===== config.mk =====
export PLATFORM = sky130hd
export DESIGN_NAME = zle_xca_ctl
export DESIGN_NICKNAME = d
export VERILOG_FILES = /design/src/rtl/zle_xca_ctl.sv
export SDC_FILE = /design/constraint.sdc
export NUM_CORES = 1
export LEC_CHECK = 0
export ABC_AREA = 1
export CORE_AREA = 2 2 39 41
export DETAILED_ROUTE_END_ITERATION = 8
export DIE_AREA = 0 0 41 43
export GPL_TIMING_DRIVEN = 0
export SLEW_MARGIN = 40
export SYNTH_ARGS = -nofsm -noshare
export SYNTH_HDL_FRONTEND = slang
export SYNTH_SLANG_ARGS = --single-unit

===== constraint.sdc =====
create_clock -name clock -period 1.7 [get_ports clock]
set_input_delay 0.255 -clock clock [delete_from_list [all_inputs] [get_ports clock]]
set_output_delay 0.255 -clock clock [all_outputs]
set_load 0.05 [all_outputs]

===== src/rtl/zle_xca_ctl.sv =====
// Sequencing controller for the zero run-length encoder datapath.
// Drives the datapath selects from flag f and runs the i/o valid-ready handshakes.
module zle_xca_ctl #(
  parameter int MAXRUN = 15
) (
  input  logic       clock,
  input  logic       reset,
  input  logic       i_valid,
  output logic       i_ready,
  output logic       o_valid,
  input  logic       o_ready,
  input  logic       flush,
  input  logic       f,
  output logic       sel_o_d,
  output logic [1:0] sel_cnt,
  output logic       sel_f,
  output logic       busy
);

  // state      | meaning
  // START      | no run open; zero opens a run, nonzero is emitted as literal
  // ZEROS      | run open; inspect next token (zero -> ZEROS_T, nonzero/flush -> emit run)
  // ZEROS_T    | zero held on i_d; f reports cnt==MAXRUN, extend or emit full run
  typedef enum logic [1:0] {
    ST_START   = 2'd0,
    ST_ZEROS   = 2'd1,
    ST_ZEROS_T = 2'd2
  } state_t;

  localparam logic [1:0] CNT_HOLD  = 2'd0;
  localparam logic [1:0] CNT_LOAD1 = 2'd1;
  localparam logic [1:0] CNT_CLEAR = 2'd2;
  localparam logic [1:0] CNT_INC   = 2'd3;

  // The terminal count is decoded in the datapath; a mismatch would silently corrupt runs.
  if (MAXRUN != 15) begin : g_maxrun_check
    $error("zle_xca_ctl: MAXRUN must equal the datapath terminal count of 15");
  end

  state_t     state_q, state_d;
  logic       i_ready_c;
  logic       o_valid_c;
  logic       sel_o_d_c;
  logic [1:0] sel_cnt_c;
  logic       sel_f_c;

  always_ff @(posedge clock or negedge reset) begin
    if (!reset) begin
      state_q <= ST_START;
    end else begin
      state_q <= state_d;
    end
  end

  always_comb begin
    state_d   = state_q;
    i_ready_c = 1'b0;
    o_valid_c = 1'b0;
    sel_o_d_c = 1'b0;
    sel_cnt_c = CNT_HOLD;
    sel_f_c   = 1'b0;

    case (state_q)
      ST_START: begin
        if (i_valid && f) begin
          i_ready_c = 1'b1;
          sel_cnt_c = CNT_LOAD1;
          state_d   = ST_ZEROS;
        end else if (i_valid) begin
          o_valid_c = 1'b1;
          i_ready_c = o_ready;
        end
      end

      ST_ZEROS: begin
        if (i_valid && f) begin
          state_d = ST_ZEROS_T;
        end else if (i_valid || flush) begin
          // The terminating nonzero stays on i_d and is emitted from START next.
          o_valid_c = 1'b1;
          sel_o_d_c = 1'b1;
          if (o_ready) begin
            sel_cnt_c = CNT_CLEAR;
            state_d   = ST_START;
          end
        end
      end

      ST_ZEROS_T: begin
        sel_f_c = 1'b1;
        if (i_valid && !f) begin
          i_ready_c = 1'b1;
          sel_cnt_c = CNT_INC;
          state_d   = ST_ZEROS;
        end else if (i_valid) begin
          // Full run: the held zero is left in place to open the next run.
          o_valid_c = 1'b1;
          sel_o_d_c = 1'b1;
          if (o_ready) begin
            sel_cnt_c = CNT_CLEAR;
            state_d   = ST_START;
          end
        end
      end

      default: begin
        state_d = ST_START;
      end
    endcase
  end

  assign i_ready = reset & i_ready_c;
  assign o_valid = reset & o_valid_c;
  assign sel_o_d = reset & sel_o_d_c;
  assign sel_cnt = reset ? sel_cnt_c : CNT_HOLD;
  assign sel_f   = reset & sel_f_c;
  assign busy    = reset & (state_q != ST_START);

endmodule

==> impl_results.html <==
<table>
<tr><th>Metric</th><th>Value</th></tr>
<tr><th colspan="2">Logic synthesis</th></tr>
<tr><td>Area of the mapped netlist</td><td>352.8 µm²</td></tr>
<tr><td>Largest family of logic cells by synthesized area</td><td>simple AND/OR/NAND/NOR gates</td></tr>
<tr><td>Syn Inst Count</td><td>between 60 and 70</td></tr>
<tr><td>Mean instance size in the synthesized netlist</td><td>5.428 µm²</td></tr>
<tr><td>Seq/Total Area, Yosys</td><td>14.18%</td></tr>
<tr><td>Yosys warning total</td><td>0</td></tr>
<tr><td>Adder-cell share of the synthesized area</td><td>14.18%</td></tr>
<tr><td>Post-synth net total</td><td>75</td></tr>
<tr><td>Post-synthesis xor/xnor area fraction</td><td>0%</td></tr>
<tr><td>Number of unique standard cell types used by synthesis</td><td>13</td></tr>
<tr><td>Basic-gate share of the synthesized area counting and, or, nand and nor cells</td><td>48.94%</td></tr>
<tr><td>Mux cell area share after synthesis</td><td>0%</td></tr>
<tr><td>Total of flip-flops plus latches after synthesis</td><td>2</td></tr>
<tr><td>Complex-gate fraction of the synthesized area</td><td>7.801%</td></tr>
<tr><th colspan="2">Cells and area</th></tr>
<tr><td>Register containing the most flip-flops in the final layout</td><td>state_q</td></tr>
<tr><td>Share of final-layout standard cells stronger than drive strength 1</td><td>41.18%</td></tr>
<tr><td>Number of fill cells</td><td>~140</td></tr>
<tr><td>Area Growth Syn to Fin</td><td>80.50%</td></tr>
<tr><td>Number of nets at the end of the flow</td><td>97</td></tr>
<tr><td>Utilization of the core after routing</td><td>a little under half</td></tr>
<tr><td>Count of placed standard cells in the final layout, fillers left out</td><td>101</td></tr>
<tr><td>Flip-flop count of the largest register, all copies and words added</td><td>2</td></tr>
<tr><td>Area of combinational cells with multiple inputs</td><td>325.3 µm²</td></tr>
<tr><td>Largest registers in the final layout</td><td>state_q: 2 flops</td></tr>
<tr><td># diodes</td><td>0</td></tr>
<tr><td>Footprint of the flip-flops and latches</td><td>~50 µm²</td></tr>
<tr><th colspan="2">Run status</th></tr>
<tr><td>Result of the run</td><td>finished with violations</td></tr>
<tr><td>Violations in the final reports</td><td>setup timing</td></tr>
<tr><th colspan="2">Placed design</th></tr>
<tr><td>RD Place Congestion</td><td>0.7992</td></tr>
<tr><td>Setup WS pre-CTS</td><td>-748.3 ps</td></tr>
<tr><td>Count of buffers from port buffering</td><td>12</td></tr>
<tr><td>HPWL Detailed</td><td>679.3 µm</td></tr>
<tr><td>Dpl cells</td><td>93</td></tr>
<tr><th colspan="2">Global routing</th></tr>
<tr><td>Largest net degree at the start of global routing</td><td>8</td></tr>
<tr><td>First-pass GRT wire length</td><td>1.738 mm</td></tr>
<tr><td>Initial antenna violation count</td><td>0</td></tr>
<tr><td>Via count of the first global-routing pass</td><td>between 400 and 500</td></tr>
<tr><td>GRT Residual Overflow</td><td>0</td></tr>
<tr><td>All-layer global routing usage</td><td>14.36%</td></tr>
<tr><th colspan="2">Critical path</th></tr>
<tr><td>CP max FO</td><td>6</td></tr>
<tr><td>CP startpoint kind</td><td>flip-flop</td></tr>
<tr><td>Delay of the slowest cell on the worst path</td><td>420 ps</td></tr>
<tr><td>Data required time of the worst path</td><td>1440 ps</td></tr>
<tr><td>Critical Path Most Common Cell</td><td>buf_6</td></tr>
<tr><td>Critical path endpoint category</td><td>output pin</td></tr>
<tr><td>Ordered list of cells on the worst path</td><td>buf_6 -&gt; ha_4 -&gt; nand3_2 -&gt; nand2_2 -&gt; o21bai_1 -&gt; inv_1 -&gt; buf_6</td></tr>
<tr><td>Cell with the biggest individual delay on the critical path</td><td>dfrtp_1</td></tr>
<tr><td>Critical path data arrival time</td><td>roughly 1500 ps</td></tr>
<tr><td>Critical path type</td><td>flip-flop to output pin</td></tr>
<tr><th colspan="2">Clock tree</th></tr>
<tr><td>Clock-pin slew reported for the worst setup and hold paths after clock tree synthesis</td><td>~30 ps</td></tr>
<tr><td>Clock latency of the later-clocked register in the worst-skew pair</td><td>220 ps</td></tr>
<tr><td>Number of buffers created by CTS</td><td>3</td></tr>
<tr><td>CTS HTree Levels</td><td>1</td></tr>
<tr><td>CTS tree</td><td>yes</td></tr>
<tr><td>Longest Clk Path Bufs</td><td>2</td></tr>
<tr><td>CTS sink cnt</td><td>2</td></tr>
<tr><td>Clk root buf</td><td>clkbuf_4</td></tr>
<tr><th colspan="2">Pwr</th></tr>
<tr><td>Standby leakage power</td><td>~0.35 nW</td></tr>
<tr><td>Power per unit of standard cell area</td><td>1586 nW/µm²</td></tr>
<tr><td>Worst ir drop on vdd</td><td>0.0006652 V</td></tr>
<tr><th colspan="2">STA</th></tr>
<tr><td>Tcrit/Tclk final</td><td>100.6%</td></tr>
<tr><td>Shortest period the worst path allows</td><td>1710 ps</td></tr>
<tr><td>Final hold violation count</td><td>0</td></tr>
<tr><td>Relative slew slack</td><td>between 70 and 80%</td></tr>
<tr><td>Setup repair after global routing missed its margin</td><td>yes</td></tr>
<tr><td>Max Fclk</td><td>about 0.6 GHz</td></tr>
<tr><td>Number of slew-limit violations in the final report</td><td>0</td></tr>
<tr><td>Transition at the pin with the smallest max-transition slack</td><td>315.8 ps</td></tr>
<tr><td>Final setup violating endpoints</td><td>1</td></tr>
<tr><td>Aggregate negative setup slack</td><td>-9.566 ps</td></tr>
<tr><td>Final clock skew</td><td>1.703 ps</td></tr>
<tr><td>Post-layout worst setup margin</td><td>-9.566 ps</td></tr>
<tr><th colspan="2">Die</th></tr>
<tr><td>Die Footprint</td><td>around 1800 µm²</td></tr>
<tr><td>X dimension of the die</td><td>between 40 and 50 µm</td></tr>
<tr><td>Vert. Die Dim</td><td>about 43 µm</td></tr>
<tr><td>Number of placement rows</td><td>14</td></tr>
<tr><td>Top-level I/O count</td><td>13</td></tr>
<tr><td>Starting density of the core</td><td>25.50%</td></tr>
<tr><td>Placeable core area</td><td>1384 µm²</td></tr>
<tr><th colspan="2">Routing</th></tr>
<tr><td>DR WL met2</td><td>594 µm</td></tr>
<tr><td>Vias after detailed routing</td><td>441</td></tr>
<tr><td>DR pass1 iterations</td><td>4</td></tr>
<tr><td>Post-Route M1 WL</td><td>439 µm</td></tr>
<tr><td>Mean routed wirelength per cell</td><td>between 10 and 15 µm</td></tr>
<tr><td>Antenna viol nets, final</td><td>0</td></tr>
<tr><td>Detailed-routed wire length on met3</td><td>20 µm</td></tr>
<tr><td>Topmost layer with routed signal wires</td><td>met3</td></tr>
<tr><td>Total detailed-routing wirelength</td><td>around 1.1 mm</td></tr>
<tr><td>Detailed-route DRC error count</td><td>0</td></tr>
<tr><td>DR vias/cell</td><td>4.366</td></tr>
<tr><td>Initial DRC Count</td><td>6</td></tr>
<tr><th colspan="2">Flow run</th></tr>
<tr><td>Max-cap check violation count</td><td>0</td></tr>
<tr><th colspan="2">Worst hold path</th></tr>
<tr><td>Path type of the worst min-delay path</td><td>primary input to asynchronous set/reset pin</td></tr>
</table>
[cells in the final DEF (no fill, tap or decap), drive strengths merged]
master,synthesis,routed
nand2,26,26
inv,14,14
buf,0,11
nor2,8,8
ha,4,4
nand3,4,4
clkbuf,0,3
o21ai,3,3
nand4,2,2
clkdlybuf4s50,0,2
dlygate4sd2,0,2
dfrtp,2,2
o21bai,1,1
a21oi,1,1
dlygate4sd3,0,1
dlymetal6s2s,0,1
[synthesized netlist by cell type, drive strengths merged]
master  instances  area, µm²
nand2          26      102.6
a21oi           1      5.000
nand3           4      25.02
o21ai           3      15.01
inv            14      52.55
nor2            8      32.54
o21bai          1      7.510
nand4           2      12.51
ha              4      50.05
dfrtp           2      50.05
[layout make-up]
| type | instances | area share, % |
|---|---|---|
| Inverter | 14 | 9.037 |
| Sequential cell | 2 | 8.055 |
| Clock buffer | 3 | 3.536 |
| Timing Repair Buffer | 17 | 25.15 |
| Tap cell | 16 | 3.143 |
| Multi-Input combinational cell | 49 | 51.08 |
[layer usage]
metal / up-vias / track usage (%)
met1: 197 / 18.65
li1: 240 / -
met2: 4 / 23.75
met3: 0 / 0
met5: - / 0
met4: 0 / 6.000
[report_power, final]
part           switching, mW  leakage [nW]  internal (mW)
registers             0.0467        0.0245         0.0741
clock network         0.0254        0.0138         0.0778
logic                  0.465         0.311          0.321
total                  0.537         0.349          0.473
[critical path, delay by kind of cell (launching register included)]
kind / cells / cell delay [ps]
fa+ha+maj: 1 / 180
simple gates: 2 / 140
compound gates: 1 / 130
flops: 1 / 420
buf+inv: 3 / 360
[kinds of logic after synthesis]
| group | Yosys count |
|---|---|
| flops | 2 |
| compound gates | 5 |
| simple gates | 40 |
| fa+ha+maj | 4 |
| buf+inv | 14 |
[through the flow]
step                      cell area [µm²]  power, mW  hold WS, ps
after detailed placement            501.7     0.6825        470.4
after CTS                           615.6     0.9392        558.2
final                               636.9      1.010        586.8
after global placement              501.7     0.6849        471.0
after global routing                636.9      1.092        619.1
after floorplan                     361.6     0.5228       -40.59
[final timing paths]
| kind | cells past startpoint | to | slack [ps] | startpoint |
|---|---|---|---|---|
| worst max-delay path | 7 | o_valid | -10 | state_q[1] |
| worst min-delay path | 2 | state_q[1] | 590 | reset |
| worst max register to register | 9 | state_q[0] | 380 | state_q[1] |
| worst min register to register | 2 | state_q[1] | 600 | state_q[1] |
| max in group asynchronous | 2 | state_q[0] | 970 | reset |
| min in group clock | 2 | state_q[1] | 600 | state_q[1] |
[what timing repair did]
action / in CTS / in global routing
gates resized for setup: 61 / 10
endpoints found under the setup margin: 7 / 7
buffers inserted: 2 / 2
endpoints found under the hold margin: 2 / 0
hold buffers: 1 / 0
pin swaps: 5 / 0
Power figures use the tool's default switching activity.
